### src/rtl/project1_pkg.sv
// Shared constants for the result display: active-low segment
// patterns ({g,f,e,d,c,b,a}) and the display FSM state encoding.
package project1_pkg;

  localparam logic [6:0] SEG_0     = 7'h40;
  localparam logic [6:0] SEG_1     = 7'h79;
  localparam logic [6:0] SEG_2     = 7'h24;
  localparam logic [6:0] SEG_3     = 7'h30;
  localparam logic [6:0] SEG_4     = 7'h19;
  localparam logic [6:0] SEG_5     = 7'h12;
  localparam logic [6:0] SEG_6     = 7'h02;
  localparam logic [6:0] SEG_7     = 7'h78;
  localparam logic [6:0] SEG_8     = 7'h00;
  localparam logic [6:0] SEG_9     = 7'h10;
  localparam logic [6:0] SEG_BLANK = 7'h7F;
  localparam logic [6:0] SEG_E     = 7'h06;
  localparam logic [6:0] SEG_R     = 7'h2F;

  typedef enum logic [1:0] {
    IDLE  = 2'd0,
    SHIFT = 2'd1,
    LATCH = 2'd2
  } disp_state_t;

endpackage

### src/rtl/seg7_encode.sv
// BCD digit to active-low 7-segment pattern; blank_n=0 or
// a non-decimal nibble gives a dark digit.
module seg7_encode
  import project1_pkg::*;
(
  input  logic [3:0] bcd,
  input  logic       blank_n,
  output logic [6:0] seg
);

  always_comb begin
    seg = SEG_BLANK;
    if (blank_n) begin
      case (bcd)
        4'd0:    seg = SEG_0;
        4'd1:    seg = SEG_1;
        4'd2:    seg = SEG_2;
        4'd3:    seg = SEG_3;
        4'd4:    seg = SEG_4;
        4'd5:    seg = SEG_5;
        4'd6:    seg = SEG_6;
        4'd7:    seg = SEG_7;
        4'd8:    seg = SEG_8;
        4'd9:    seg = SEG_9;
        default: seg = SEG_BLANK;
      endcase
    end
  end

endmodule

### src/rtl/result_display.sv
// Sequential binary-to-BCD (shift-add-3) of the ALU result with an
// atomic, flicker-free update of four 7-segment digits.
module result_display
  import project1_pkg::*;
#(
  parameter int width = 6
) (
  input  logic              clk,
  input  logic              rst,
  input  logic [2*width-1:0] value,
  input  logic              err,
  output logic [6:0]        seg_4,
  output logic [6:0]        seg_3,
  output logic [6:0]        seg_2,
  output logic [6:0]        seg_1,
  output logic              busy,
  output logic              done
);

  localparam int VW = 2 * width;

  if (VW > 13) begin : g_width_check
    $error("result_display: 2*width must be <= 13");
  end

  disp_state_t      state, state_n;
  logic             pending;
  logic [VW-1:0]    snap_val;
  logic             snap_err;
  logic [VW-1:0]    sh;
  logic [15:0]      bcd;
  logic [15:0]      bcd_adj;
  logic [3:0]       cnt;
  logic             changed;
  logic [6:0]       enc_4, enc_3, enc_2, enc_1;

  assign changed = pending || (value != snap_val) || (err != snap_err);
  assign busy    = (state != IDLE);

  always_comb begin
    bcd_adj = bcd;
    for (int i = 0; i < 4; i++) begin
      if (bcd[4*i +: 4] >= 4'd5)
        bcd_adj[4*i +: 4] = bcd[4*i +: 4] + 4'd3;
    end
  end

  always_comb begin
    state_n = state;
    unique case (state)
      IDLE:    if (changed) state_n = SHIFT;
      SHIFT:   if (cnt == 4'(VW - 1)) state_n = LATCH;
      LATCH:   state_n = IDLE;
      default: state_n = IDLE;
    endcase
  end

  always_ff @(posedge clk) begin
    if (rst) state <= IDLE;
    else     state <= state_n;
  end

  // Leading-zero blanking: a digit lights if it or any higher digit is nonzero.
  seg7_encode u_enc_4 (
    .bcd     (bcd[15:12]),
    .blank_n (|bcd[15:12]),
    .seg     (enc_4)
  );

  seg7_encode u_enc_3 (
    .bcd     (bcd[11:8]),
    .blank_n (|bcd[15:8]),
    .seg     (enc_3)
  );

  seg7_encode u_enc_2 (
    .bcd     (bcd[7:4]),
    .blank_n (|bcd[15:4]),
    .seg     (enc_2)
  );

  seg7_encode u_enc_1 (
    .bcd     (bcd[3:0]),
    .blank_n (1'b1),
    .seg     (enc_1)
  );

  always_ff @(posedge clk) begin
    if (rst) begin
      seg_4    <= SEG_BLANK;
      seg_3    <= SEG_BLANK;
      seg_2    <= SEG_BLANK;
      seg_1    <= SEG_BLANK;
      done     <= 1'b0;
      pending  <= 1'b1;
      cnt      <= '0;
      sh       <= '0;
      bcd      <= '0;
      snap_val <= '0;
      snap_err <= 1'b0;
    end else begin
      done <= 1'b0;
      unique case (state)
        IDLE: begin
          if (changed) begin
            snap_val <= value;
            snap_err <= err;
            sh       <= value;
            bcd      <= '0;
            cnt      <= '0;
            pending  <= 1'b0;
          end
        end
        SHIFT: begin
          bcd <= {bcd_adj[14:0], sh[VW-1]};
          sh  <= sh << 1;
          cnt <= cnt + 4'd1;
        end
        LATCH: begin
          done <= 1'b1;
          if (snap_err) begin
            seg_4 <= SEG_BLANK;
            seg_3 <= SEG_E;
            seg_2 <= SEG_R;
            seg_1 <= SEG_R;
          end else begin
            seg_4 <= enc_4;
            seg_3 <= enc_3;
            seg_2 <= enc_2;
            seg_1 <= enc_1;
          end
        end
        default: ;
      endcase
    end
  end

endmodule

### config.mk
export PLATFORM = sky130hd
export DESIGN_NAME = result_display
export DESIGN_NICKNAME = d
export VERILOG_FILES = /design/src/rtl/project1_pkg.sv /design/src/rtl/seg7_encode.sv /design/src/rtl/result_display.sv
export SDC_FILE = /design/constraint.sdc
export NUM_CORES = 1
export LEC_CHECK = 0
export CAP_MARGIN = 15
export CELL_PAD_IN_SITES_DETAIL_PLACEMENT = 1
export CELL_PAD_IN_SITES_GLOBAL_PLACEMENT = 1
export CORE_MARGIN = 1.5
export CORE_UTILIZATION = 44
export DETAILED_ROUTE_END_ITERATION = 10
export GPL_TIMING_DRIVEN = 0
export HOLD_SLACK_MARGIN = 0.05
export PLACE_DENSITY_LB_ADDON = 0.3
export RECOVER_POWER = 25
export SYNTH_ARGS = -nofsm -noshare
export SYNTH_HDL_FRONTEND = slang
export SYNTH_SLANG_ARGS = --single-unit
### constraint.sdc
create_clock -name clk -period 3.3 [get_ports clk]
set_clock_uncertainty 0.2 [all_clocks]
set_input_delay 0.33 -clock clk [delete_from_list [all_inputs] [get_ports clk]]
set_output_delay 0.33 -clock clk [all_outputs]
set_load 0.1 [all_outputs]
==> metrics.yaml, run 1 <==
setup_path:
  worstSetupStartpoint: "value[11]"
  path_cells: "clkdlybuf4s50_1 -> inv_1 -> o221ai_1 -> and4bb_4 -> a21oi_2 -> clkbuf_4 -> o32a_1 -> inv_1 -> ha_2 -> or3_1 -> o211ai_1 -> a21oi_1"
  r2r-start: "state[0]$_SDFFE_PP0P_"
  cpMaxStageDelayCell: "clkdlybuf4s50_1"
  path_class: "primary input to flip-flop"
  cp.arrival_ns: 3.22
  startpoint_type: "primary input"
  endpoint_kind: "flip-flop"
  cp.required_ns: 3.33
  cp_max_fo: 10
  cpMostUsedCell: "inv_1"
  slowest_delay_ns: 0.54
min_path:
  hp-class: "primary input to flip-flop"
  hold_start: "value[10]"
placed_design:
  dp.cells: 770
  portBuffers: 44
  place_congestion: 0.855
  place_hpwl_um: 10500
clock_network:
  insertion_delay_ns: 0.36
  cts_buffer_depth: 2
  cts_hold_buf: 0
  root_buffer: "clkbuf_16"
  cts_sinks: 105
  htreeDepth: 3
  cts-buffers-inserted: 9
  cts_tree: "yes"
  clk_pin_slew_ns: 0.07
routing:
  dr.pass1.iters: 4
  ant_nets: 0
  vias_per_cell: 5.71
  drc: 0
  vias: 4533
  totalWireLength_um: 14900
  drt_iter0_markers: 180
  wl_per_cell_um: 18.7
final_layout:
  antenna_cells: 0
  areaGrowthSynthToFinish_pct: 20.8
  layout.cells.non_filler: 794
  nets: 692
  final_layout_size_suffix_gt1_frac: 0.101
floorplan:
  ioPinCount: 45
  die_y_um: 111
  num_rows: 39
  dieArea_sq_um: 12200
  start_util: 0.448
  die_w_um: 111
  coreArea_sq_um: 11400
global_routing:
  antenna_found_initial: 0
  grt_max_degree: 16
  grt_pass1_wl_um: 24100
  track_usage: 0.246
  grt_pass1_vias: 4828
  grt_overflow: 0
run:
  drv_cap: 0
sta:
  setup_viol: 0
  rsz0062_at_grt: "false"
  max_freq_mhz: 314
  worstMarginPinSlew_ns: 1.00
  slew_headroom: 0.330
  finalMaxSlewViolations: 0
  min_period_over_period: 0.966
  finalCriticalPeriod_ns: 3.19
  hold_viol: 0
logic_synthesis:
  ys_ff_latch: 105
  synth_edf_count: 0
  synth_flop_cell: "dfxtp_1"
  netlist-cell-type-count: 71
  syn_area_per_cell_sq_um: 8.76
  async_flop_share: 0
  yosysWarnings: 0
  syn_nets: 628
  syn_inst: 582
  seq_area_frac_synth: 0.412
  syn-cell-area_sq_um: 5100
outcome:
  outcome: "finished, final reports clean"
pwr:
  p_per_area_nw_per_um2: 421
  finalPower_uw: 2590
  ir_drop_v: 0.000356
  power_leakage_uw: 0.00246
==> through the flow <==
step	util	hold WS (ns)	setup WS (ns)	setup TNS [ns]	area, sq um
2_1_floorplan	-	0.218	0.442	0	5100
3_3_place_gp	0.503	0.223	-0.596	-7.64	5720
3_5_place_dp	0.503	0.234	-0.667	-9.72	5720
4_1_cts	0.537	0.249	0.0171	0	6110
5_1_grt	0.542	0.186	0.00296	0	6160
6_report	0.542	0.159	0.112	0	6160
==> final timing paths <==
kind	endpoint	slack, ns	cells after the start
min reg2reg	seg_4[3]$_SDFFE_PP1P_	0.25	2
max reg2reg	flip-flop	0.21	11
max	flip-flop	0.11	12
min	sh[10]$_SDFFE_PP0P_	0.16	3
==> power by group <==
| group | switching [uW] | total [uW] | internal [uW] |
|---|---|---|---|
| combinational | 103 | 162 | 59.1 |
| clock | 476 | 1130 | 651 |
| sequential | 15.5 | 1300 | 1290 |
| total | 595 | 2590 | 2000 |
==> placed cells by master, fill, tap and decap left out, types with 10 or more instances in the layout <==
cell type / count
a21oi_1: 34
a311oi_1: 13
buf_2: 10
clkbuf_1: 20
clkdlybuf4s50_1: 21
dfxtp_1: 105
dlygate4sd3_1: 22
ha_1: 30
inv_1: 35
mux2i_1: 15
nand2_1: 55
nor2_1: 65
nor3_1: 13
o21ai_0: 29
o22ai_1: 14
==> what timing repair did <==
item	in CTS	in global routing
gates cloned	0	0
gates resized for setup	9	11
setup endpoints to repair	12	10
pin swaps	6	5
buffers inserted	4	4
==> synthesized netlist by cell type (all sizes together), types with 3 or more instances <==
library cell | count | area [sq um]
nand2b | 9 | 56.3
and3 | 3 | 18.8
or3 | 5 | 31.3
clkbuf | 20 | 75.1
buf | 17 | 98.8
a21o | 7 | 60.1
nor3b | 3 | 27.5
a2bb2oi | 3 | 26.3
a211oi | 10 | 75.1
nor4b | 3 | 41.3
inv | 37 | 139
a21oi | 37 | 204
xor2 | 8 | 70.1
xnor2 | 9 | 78.8
a211o | 3 | 26.3
o311ai | 4 | 35.0
nor3 | 13 | 65.1
nor2 | 67 | 251
o21ai | 30 | 150
a31oi | 4 | 25.0
dfxtp | 105 | 2100
ha | 31 | 388
o22ai | 14 | 87.6
a311oi | 13 | 114
nand2 | 56 | 218
mux2i | 15 | 150
nor4 | 4 | 25.0
nor2b | 5 | 31.3
a22oi | 7 | 71.3
nand3 | 4 | 20.0
o31ai | 4 | 35.0
==> logic make-up after synthesis <==
family                     share of synthesized area
DFF                                            0.412
adders and majority gates                     0.0761
muxes                                         0.0317
AOI/OAI and AO/OA                              0.222
xor gates and xnor gates                      0.0292
buffers and inverters                         0.0613
and+or+nand+nor                                0.167
==> critical path, delay by kind of cell <==
| kind | cells | cell delay (ns) |
|---|---|---|
| AOI/OAI and AO/OA | 5 | 0.92 |
| adders and majority gates | 1 | 0.19 |
| buffers and inverters | 4 | 1.04 |
| and+or+nand+nor | 2 | 0.73 |
==> per-layer routing <==
metal  vias up  global-route usage  wire length [um]
met2       121               0.430              7170
met4         0               0.139               672
met5         -                   0                 0
li1       2172                   -                 -
met1      2198               0.286              6500
met3        42              0.0390               537
==> layout make-up <==
cell class                 count  area [sq um]
clock inverter                 2          35.0
sequential                   105          2100
inverter                      37           139
fill                        1361          5210
multi-input combinational    403          2740
buffer                        37           188
timing repair buffer          53           508
tap                          143           179
clock buffer                  14           274
(Power assumes the default switching activity.)
==> run 2, diff against run 1 <==
--- a/config.mk
+++ b/config.mk
@@ -8,7 +8,7 @@
 export CAP_MARGIN = 15
 export CELL_PAD_IN_SITES_DETAIL_PLACEMENT = 1
 export CELL_PAD_IN_SITES_GLOBAL_PLACEMENT = 1
-export CORE_MARGIN = 1.5
+export CORE_MARGIN = 1
 export CORE_UTILIZATION = 44
 export DETAILED_ROUTE_END_ITERATION = 10
 export GPL_TIMING_DRIVEN = 0
==> metrics.yaml, run 2 (synthesized netlist as in run 1, its figures left out) <==
clock_network:
  cts_sinks: 105
  root_buffer: "clkbuf_16"
  cts_hold_buf: 0
  htreeDepth: 3
  cts_tree: "yes"
  cts-buffers-inserted: 9
  clk_pin_slew_ns: 0.07
  cts_buffer_depth: 2
  insertion_delay_ns: 0.36
sta:
  worstMarginPinSlew_ns: 1.00
  fin_tns_setup_ns: 0
  max_freq_mhz: 317
  finalCriticalPeriod_ns: 3.16
  slew_headroom: 0.329
  hold_viol: 0
  finalMaxSlewViolations: 0
  min_period_over_period: 0.957
  setup_viol: 0
placed_design:
  placed_area_sq_um: 5730
  portBuffers: 44
  dp.cells: 767
  place_hpwl_um: 10700
  place_congestion: 0.866
setup_path:
  path_buf_inv: 4
  startpoint_type: "primary input"
  critical_path_depth: 13
  cpMaxStageDelayCell: "clkdlybuf4s50_1"
  crit_family: "compound AO/OA/AOI/OAI gates"
  cp.arrival_ns: 3.20
  reg2reg_depth: 11
  cp_max_fo: 8
  cpMostUsedCell: "inv_1"
  cp.required_ns: 3.34
  slowest_delay_ns: 0.52
  path_class: "primary input to flip-flop"
  path_cells: "clkdlybuf4s50_1 -> inv_1 -> a2111oi_4 -> and4_1 -> buf_6 -> a21o_4 -> a22oi_2 -> nor2_2 -> inv_1 -> ha_1 -> or3_1 -> o211ai_1 -> a21oi_1"
  endpoint_kind: "flip-flop"
final_layout:
  postLayoutCellArea_sq_um: 6120
  layout.cells.non_filler: 790
  antenna_cells: 0
  mostFrequentLayoutCell: "dfxtp_1"
  areaGrowthSynthToFinish_pct: 20.1
  layout_common_cells: "dfxtp_1 (105), nor2_1 (65), nand2_1 (55), inv_1 (36), a21oi_1 (34)"
  final_layout_size_suffix_gt1_frac: 0.102
  nets: 691
routing:
  totalWireLength_um: 14900
  drt_iter0_markers: 154
  drc: 0
  vias_per_cell: 5.77
  wl_per_cell_um: 18.8
  dr.pass1.iters: 4
  ant_nets: 0
  vias: 4560
pwr:
  power_leakage_uw: 0.00246
  p_per_area_nw_per_um2: 413
  ir_drop_v: 0.000313
floorplan:
  die_w_um: 110
  dieArea_sq_um: 12000
  ioPinCount: 45
  die_y_um: 110
  start_util: 0.460
  coreArea_sq_um: 11100
  num_rows: 38
global_routing:
  grt_max_degree: 17
  track_usage: 0.260
  antenna_found_initial: 0
  grt_overflow: 0
  grt_pass1_wl_um: 23600
  grt_pass1_vias: 4753
min_path:
  hp-class: "primary input to flip-flop"
  min_path_cells: 3
run:
  drv_cap: 0
outcome:
  outcome: "finished, final reports clean"
-- run 2: timing repair --
item	in CTS	in global routing
resized for setup	10	9
pin swaps	2	4
endpoints found under the setup margin	14	8
setup buffers	2	6
-- run 2: worst min-delay path, cell delays in order --
cell and delay, ns:
dlymetal6s2s_1 0.17, mux2i_1 0.09, nor2_1 0.07
-- run 2: per-stage QoR --
| step | util | hold slack, ns | setup WS (ns) | power [uW] |
|---|---|---|---|---|
| 2_1_floorplan | - | 0.218 | 0.442 | 1420 |
| 3_3_place_gp | 0.516 | 0.223 | -0.601 | 1480 |
| 3_5_place_dp | 0.517 | 0.233 | -0.666 | 1490 |
| 4_1_cts | 0.548 | 0.250 | 0.00725 | 2540 |
| 5_1_grt | 0.553 | 0.172 | -0.000571 | 2600 |
| 6_report | 0.553 | 0.139 | 0.140 | 2530 |
-- run 2: worst paths after layout --
kind	startpoint	endpoint	slack (ns)
worst max register to register	state[0]$_SDFFE_PP0P_	flip-flop	0.24
worst min register to register	flip-flop	seg_4[6]$_SDFFE_PP1P_	0.25
worst min-delay path	value[10]	snap_val[10]$_SDFFE_PP0P_	0.14
worst max-delay path	value[11]	flip-flop	0.14
-- run 2: cell type report --
class,instances,area [sq um]
Buffer,36,173
Sequential cell,105,2100
Multi-Input combinational cell,403,2730
Timing Repair Buffer,53,517
Clock buffer,12,267
Fill cell,1302,4950
Tap cell,140,175
Clock inverter,4,26.3
Inverter,37,139
-- run 2: layer usage --
layer | global-route usage | wire length [um] | vias up | part of all wire
li1 | - | - | 2173 | -
met4 | 0.138 | 442 | 0 | 0.030
met3 | 0.0385 | 352 | 31 | 0.024
met5 | 0 | 0 | - | 0
met2 | 0.461 | 7460 | 78 | 0.50
met1 | 0.300 | 6610 | 2278 | 0.44
-- run 2: power by group --
group | total [uW] | switching (uW) | internal, uW
registers | 1310 | 16.3 | 1290
logic | 163 | 104 | 59.2
clock network | 1060 | 487 | 573
total | 2530 | 607 | 1920
==> run 3, diff against run 2 <==
--- a/config.mk
+++ b/config.mk
@@ -8,6 +8,7 @@
 export CAP_MARGIN = 15
 export CELL_PAD_IN_SITES_DETAIL_PLACEMENT = 1
 export CELL_PAD_IN_SITES_GLOBAL_PLACEMENT = 1
+export CORE_ASPECT_RATIO = 0.7
 export CORE_MARGIN = 1
 export CORE_UTILIZATION = 44
 export DETAILED_ROUTE_END_ITERATION = 10
==> metrics.yaml, run 3 (synthesized netlist as in run 1, its figures left out) <==
outcome:
  outcome: "finished, final reports clean"
setup_path:
  r2r-start: "state[0]$_SDFFE_PP0P_"
  path_class: "primary input to flip-flop"
  cp.required_ns: 3.33
  cp_max_fo: 7
  endpoint_kind: "flip-flop"
  reg2reg_depth: 11
  ff2ff_setup_slack_ns: 0.20
  startpoint_type: "primary input"
  cp.arrival_ns: 3.25
  worstSetupStartpoint: "value[10]"
pwr:
  finalPower_uw: 2490
  clockPowerShare: 0.407
  intPower_uw: 1880
  pwr-share-comb: 0.068
  power_frac_seq: 0.525
  ir_drop_v: 0.000254
  power_leakage_uw: 0.00243
  swShare: 0.244
  p_per_area_nw_per_um2: 406
  p_sw_uw: 607
final_layout:
  layout.cells.non_filler: 800
  areaGrowthSynthToFinish_pct: 20.1
  fillers: 1325
  antenna_cells: 0
  final_layout_size_suffix_gt1_frac: 0.105
  layout_common_cells: "dfxtp_1 (105), nor2_1 (63), nand2_1 (55), inv_1 (36), a21oi_1 (32)"
  mostFrequentLayoutCell: "dfxtp_1"
  nets: 688
clock_network:
  cts_sinks: 105
  cts-buffers-inserted: 9
  root_buffer: "clkbuf_16"
  insertion_delay_ns: 0.36
  cts_buffer_depth: 2
  clk_pin_slew_ns: 0.07
  htreeDepth: 3
  cts_tree: "yes"
min_path:
  holdPathEnd: "sh[5]$_SDFFE_PP0P_"
  hold_start: "value[5]"
  min_path_cells: 3
  hp-class: "primary input to flip-flop"
placed_design:
  place_congestion: 0.887
  place_hpwl_um: 11100
  dp.cells: 779
  portBuffers: 44
global_routing:
  grt_pass1_vias: 4840
  track_usage: 0.280
  grt_max_degree: 17
  antenna_found_initial: 0
  grt_overflow: 0
  grt_pass1_wl_um: 25400
sta:
  worstMarginPinSlew_ns: 1.04
  finalCriticalPeriod_ns: 3.22
  slew_headroom: 0.307
  min_period_over_period: 0.975
  setup_viol: 0
  finalMaxSlewViolations: 0
  max_freq_mhz: 311
  hold_viol: 0
  hold_ws_ns: 0.173
floorplan:
  ioPinCount: 45
  dieArea_sq_um: 12000
  num_rows: 32
  die_w_um: 131
  coreArea_sq_um: 11100
  start_util: 0.458
  die_y_um: 92.1
routing:
  vias: 4571
  ant_nets: 0
  dr.pass1.iters: 4
  drc: 0
  vias_per_cell: 5.71
  drt_iter0_markers: 246
  wl_per_cell_um: 19.6
  totalWireLength_um: 15700
run:
  drv_cap: 0
-- run 3: critical path: stages --
cell	delay (ns)
clkdlybuf4s50_1	0.47
xor2_1	0.19
nor4_2	0.33
and4_1	0.26
buf_6	0.16
a21o_4	0.18
a22oi_2	0.15
nor2_2	0.15
inv_1	0.10
ha_1	0.24
or3_1	0.42
o211ai_1	0.13
a21oi_1	0.11
-- run 3: power by group through the flow --
stage               sequential, uW  clock, uW  combinational (uW)
finish                        1310       1010                 168
global route                  1310       1080                 182
CTS                           1300       1030                 163
detailed placement            1330          0                 157
global placement              1330          0                 151
floorplan                     1330          0                92.7
-- run 3: cell type report --
cell class              count  area [sq um]  area share
multi-input cells         403          2760       0.450
flip-flops and latches    105          2100       0.343
repair buffers             51           495      0.0809
clock buffers              11           243      0.0396
well taps                 153           191      0.0313
plain buffers              35           165      0.0270
inverters                  37           139      0.0227
clock inverters             5          31.3     0.00511
-- run 3: worst max path at each step --
stage	slack, ns	to	depth (start not counted)
floorplan	0.44	flip-flop	13
detailed placement	-0.63	flip-flop	10
finish	0.08	flip-flop	13
CTS	0.002	flip-flop	9
global route	-0.02	flip-flop	13
global placement	-0.49	flip-flop	10
-- run 3: layer usage --
layer  track usage  routed length, um
met1         0.365               7370
met2         0.463               7380
met3        0.0583                671
met4        0.0814                262
met5             0                  0
-- run 3: repair_timing --
action / in CTS / in global routing
endpoints found under the setup margin: 16 / 17
setup buffers: 5 / 2
pin swaps: 5 / 4
hold buffers: 0 / 0
gates resized for setup: 8 / 12
-- run 3: per-stage QoR --
| step | worst slack (ns) | setup TNS (ns) | util | area [sq um] |
|---|---|---|---|---|
| global route | -0.0185 | -0.0360 | 0.550 | 6120 |
| CTS | 0.00177 | 0 | 0.546 | 6070 |
| detailed placement | -0.629 | -8.99 | 0.515 | 5740 |
| floorplan | 0.442 | 0 | - | 5100 |
| global placement | -0.494 | -6.86 | 0.515 | 5730 |
| finish | 0.0823 | 0 | 0.550 | 6120 |
==> patch 1 (flow settings as in run 3) <==
Re-encode `disp_state_t` (3 states) as one-hot, 3 bits wide.
--- a/src/rtl/project1_pkg.sv
+++ b/src/rtl/project1_pkg.sv
@@ -18,6 +18,6 @@
 
-  typedef enum logic [1:0] {
-    IDLE  = 2'd0,
-    SHIFT = 2'd1,
-    LATCH = 2'd2
+  typedef enum logic [2:0] {
+    IDLE  = 3'b001,
+    SHIFT = 3'b010,
+    LATCH = 3'b100
   } disp_state_t;
Formal check against the unedited RTL: no difference found for any inputs over 10 cycles, from zero or initial values and one cycle with rst high; not proved beyond that.
==> patch 1 against run 3 <==
- wire length fell by 9.4%
- cell area down 1.7%
- worst setup slack better by 0.079 ns
- via count shrank 4.7%
- synthesized cell count fell by 1.4%
- sequential cell count grew 1
- area after synthesis is 0.59% lower
- maximum frequency up 2.5%
- core utilization is 0.92 points lower
- worst hold slack better by 0.074 ns
- final cell count is 1.1% lower
- die area fell by 0.57%
Power is not compared: it rests on default switching activity, and its combinational part moved more than twofold at a synthesized area within 25%.
==> patch 1: results (changes against run 3) <==
Post-DP Area: 0.00570 mm2 (-0.63%)
hpwl dp: 10.6 mm (-4.0%)
initial DRC count: 210 (-15%)
Ys Warns: 0 (unchanged)
ant diodes: 0 (unchanged)
origin of the worst setup path: value[2]
peak supply drop: 281 uV
Fillers: 1334 (+0.68%)
ys async rst share: 0% (unchanged)
GRT Overall Usage: 25.3% (-2.7 points)
Via-to-Cell Ratio: 5.51 (-3.6%)
hold_buf cts: 0 (unchanged)
sequential fraction of the synthesis area: 41.9% (+0.64 points)
Root Driver: clkbuf_16
Post-Synth XOR/XNOR Area: 3.80% (+0.88 points)
WL per Instance: 18.0 um (-8.3%)
measured slew at the worst slew-check pin: 0.986 ns (-0.0498 ns)
critical path type: in2reg
reg-to-reg startpoint: state[2]$_SDFFE_PP0P_
CTS H-Tree Depth: 3 (unchanged)
post-synth cell types: 71 (unchanged)
critical path's top delay family: simple AND/OR/NAND/NOR gates
layout cells sized above 1: 9.56% (-0.95 points)
status: completed
NetSw: 0.730 mW
Post-Synth Adder-Cell Area: 7.65% (+0.045 points)
wire length of the first global-routing pass: 22.9 mm (-9.7%)
CTS clk-pin slew, worst paths: 0.07 ns (about the same)
vias in the first global route: 4460 (-7.9%)
Nets: 679 (-1.3%)
# port buffers: 43 (-2.3%)
leakage: 2.41 nW
critical path's slowest cell: clkdlybuf4s50_1
most frequent cells after synthesis: dfxtp_1 (106), nand2_1 (81), nor2_1 (42)
post-synthesis mux area share: 2.96% (-0.20 points)
Placer Congestion: 0.864 (-2.6%)
Max Root-Sink Buffers: 2 (unchanged)
largest net degree at the start of global routing: 16 (-1)
Synth area leaders: dfxtp_1 (42%), ha_1 (7.7%), nand2_1 (6.0%)
worst-path fanout max: 10 (+3)
Compound-Gate Fraction of Synth Area: 18.3% (-4.0 points)
Crit path largest cell delay: 0.49 ns (+0.02 ns)
worst skew pair latency: 0.35 ns
hold crit path type: reg2reg
Syn Nets: 620 (-1.3%)
cts bufs inserted: 9 (unchanged)
==> patch 1: logic make-up after synthesis <==
| kind of cell | Yosys count |
|---|---|
| mux | 15 |
| buf+inv | 63 |
| flops | 106 |
| simple gates | 204 |
| compound gates | 133 |
| fa+ha+maj | 31 |
| xor+xnor | 22 |
==> patch 1: timing repair <==
| action | in CTS | in global routing |
|---|---|---|
| setup endpoints to repair | 8 | 8 |
| pin swaps | 0 | 6 |
| buffers inserted | 0 | 4 |
| resized for setup | 3 | 3 |
==> patch 1: power groups by stage <==
stage                     Clock, mW  Sequential [mW]  Combinational [mW]
after CTS                      1.02             1.36               0.332
after global routing           1.07             1.37               0.369
after global placement            0             1.39               0.313
after detailed placement          0             1.39               0.328
final                          1.00             1.36               0.340
after floorplan                   0             1.38               0.223
==> patch 1: per-layer routing <==
layer | vias up | part of all wire (%) | global-route usage (%) | wire length (um)
met5 | - | 0 | 0 | 0
met4 | 0 | 1.4 | 9.21 | 193
met3 | 17 | 4.8 | 4.73 | 685
met2 | 94 | 47 | 41.6 | 6740
met1 | 2144 | 46 | 32.8 | 6590
li1 | 2103 | - | - | -
==> patch 1: stage by stage <==
stage | cells | setup WS (ns) | utilization [%] | hold WS [ns]
finish | 791 | 0.161 | 54.1 | 0.247
global route | 791 | -0.00698 | 54.1 | 0.268
CTS | 787 | 0.0364 | 53.7 | 0.248
detailed placement | 771 | -0.545 | 51.2 | 0.232
global placement | 770 | -0.469 | 51.1 | 0.222
floorplan | 574 | 0.431 | - | 0.218
==> patch 1: worst paths after layout <==
| path | end | slack (ns) | cells after the start |
|---|---|---|---|
| worst max-delay path | flip-flop | 0.16 | 12 |
| worst min-delay path | seg_2[2]$_SDFFE_PP1P_ | 0.25 | 2 |
| worst max register to register | enc_1[4]$_DFF_P_ | 0.19 | 12 |
| worst min register to register | seg_2[2]$_SDFFE_PP1P_ | 0.25 | 2 |
==> patch 1: worst reg2reg max path, delay by kind of cell, from the launching register on <==
| family | cells | cell delay [ns] |
|---|---|---|
| adder cells (fa/ha/maj) | 1 | 0.23 |
| flip-flops | 1 | 0.30 |
| AND/OR/NAND/NOR | 4 | 0.99 |
| AO/OA/AOI/OAI | 3 | 0.47 |
| multiplexers | 1 | 0.13 |
| buffers and inverters | 3 | 0.71 |
==> patch 1: cell type report <==
cell class                      instances  share of cell area, %
Buffer                                 31                   2.53
Clock buffer                           14                   4.22
Clock inverter                          2                  0.208
Inverter                               32                   2.06
Multi-Input combinational cell        405                   44.8
Sequential cell                       106                   35.2
Tap cell                              153                   3.18
Timing Repair Buffer                   48                   7.81
==> patch 2 (settings of run 3) <==
Made on the original files. The parameter `width` goes from 6 to 3.
--- a/src/rtl/result_display.sv
+++ b/src/rtl/result_display.sv
@@ -5,3 +5,3 @@
 #(
-  parameter int width = 6
+  parameter int width = 3
 ) (
Ports: changed (resized value); port bits go from 45 to 39. The function was not compared with the original's and may differ.
==> patch 2 against run 3 <==
- wire length shrank 24%
- final cell count fell by 15%
- worst hold slack improved by 0.070 ns
- sequential share of layout area up 0.74 points
- total power shrank 9.9%
- sequential cell count is 12 lower
- worst setup slack got worse by 0.015 ns
- register-to-register slack better by 0.05 ns
- cell area shrank 13%
- area after synthesis shrank 13%
- global-route usage fell by 4.0 points
- first-iteration DRC count decreased by 20%
==> patch 2: results (changes against run 3) <==
Root Driver: clkbuf_16
worst skew pair latency: 0.34 ns (-0.02 ns)
dominant cell type by area after synthesis: dfxtp_1
Post-Layout Cell Count: 679 (-15%)
measured slew at the worst slew-check pin: 1.02 ns (-0.0186 ns)
GRT Overall Usage: 24.1% (-4.0 points)
hold crit path type: reg2reg
most frequent cells after synthesis: dfxtp_1 (93), nand2_1 (55), a21oi_1 (39)
largest net degree at the start of global routing: 14 (-3)
vias in the first global route: 3791 (-22%)
layout cells sized above 1: 8.53% (-2.0 points)
Max Root-Sink Buffers: 2 (unchanged)
hpwl dp: 8.58 mm (-22%)
cts bufs inserted: 9 (unchanged)
Ys Warns: 0 (unchanged)
initial antenna violation count: 0 (unchanged)
Fillers: 1151 (-13%)
ys async rst share: 0% (unchanged)
initial DRC count: 198 (-20%)
CTS clk-pin slew, worst paths: 0.06 ns
Nets: 590 (-14%)
Syn Nets: 538 (-14%)
status: completed
Placer Congestion: 0.841 (-5.2%)
leakage: 2.25 nW (-7.2%)
Placed Instances: 663 (-15%)
Post-DP Area: 0.00499 mm2 (-13%)
Synth area leaders: dfxtp_1 (42%), ha_1 (9.0%), mux2i_1 (6.3%)
Detailed Routing Iterations Pass 1: 4 (unchanged)
WL per Instance: 17.5 um (-11%)
sequential fraction of the synthesis area: 41.9% (+0.64 points)
wire length of the first global-routing pass: 19.5 mm (-23%)
Critical Path AT: 3.24 ns (about the same)
Mapped Cells: 497 (-15%)
post-synth cell types: 62 (-13%)
# port buffers: 38 (-14%)
CTS H-Tree Depth: 3 (unchanged)
peak supply drop: 243 uV (-4.5%)
via count: 3747 (-18%)
ant diodes: 0 (unchanged)
worst-path fanout max: 8 (+1)
==> patch 2: cell count changes after synthesis, sizes merged, moves of 6 or more <==
cell and change:
a311oi -13, a21o -7, mux2i +13, o21ai -6, nor2 -28, buf -12
dfxtp -12
==> patch 2: kinds of logic after synthesis <==
logic type / share of synthesized area [%]
and+or+nand+nor: 16.5
AOI/OAI and AO/OA: 18.1
DFF: 41.9
buffers and inverters: 4.92
adders and majority gates: 9.00
muxes: 7.06
xor gates and xnor gates: 2.56
==> patch 2: what timing repair did <==
action,4_1_cts,5_1_grt
resized for setup,4,7
hold endpoints to repair,0,0
pin swaps,0,1
setup endpoints to repair,11,11
setup buffers,0,3
==> patch 2: report_power, final <==
part           leakage [nW]  internal (mW)  switching [mW]
sequential            0.755           1.14          0.0135
combinational          1.37         0.0504           0.105
clock                 0.130          0.514           0.415
==> patch 2: per-stage QoR <==
step           setup WS [ns]  total power, mW  hold WS (ns)  utilization, %
2_1_floorplan          0.656             1.27         0.218               -
3_3_place_gp          -0.670             1.32         0.222            51.1
3_5_place_dp          -0.762             1.33         0.233            51.2
4_1_cts               0.0111             2.25         0.247            53.9
5_1_grt              -0.0130             2.32         0.270            54.4
6_report              0.0676             2.24         0.244            54.4
==> patch 2: final cells by class <==
| class | instances | area, um2 | area share (%) |
|---|---|---|---|
| flip-flops and latches | 93 | 1860 | 35.1 |
| inverters | 34 | 128 | 2.40 |
| multi-input cells | 348 | 2420 | 45.5 |
| clock buffers | 10 | 239 | 4.50 |
| plain buffers | 22 | 91.3 | 1.72 |
| well taps | 128 | 160 | 3.02 |
| repair buffers | 41 | 398 | 7.49 |
| clock inverters | 3 | 15.0 | 0.283 |
==> patch 2: metal layers <==
layer  global-route usage [%]  part of all wire, %  vias to the layer above
met2                     39.5                   47                       53
met5                        0                    0                        -
met3                     5.32                  2.9                       11
met4                     5.88                 0.95                        0
li1                         -                    -                     1842
met1                     32.0                   49                     1841
==> patch 2: worst paths after layout <==
| check | cells past startpoint | end | slack (ns) | from |
|---|---|---|---|---|
| min reg2reg | 2 | seg_2[0]$_SDFFE_PP1P_ | 0.24 | flip-flop |
| max reg2reg | 9 | flip-flop | 0.25 | state[1]$_SDFFE_PP0P_ |
| min | 2 | seg_2[0]$_SDFFE_PP1P_ | 0.24 | flip-flop |
| max | 9 | flip-flop | 0.07 | value[2] |
==> patch 2: worst max-delay path, stage by stage <==
cell and delay [ns]:
clkdlybuf4s50_1 0.53, xor2_1 0.40, nor4_2 0.16, a21oi_4 0.42
o22ai_1 0.27, and2_1 0.27, ha_1 0.23, a2111oi_0 0.49
a21oi_1 0.14
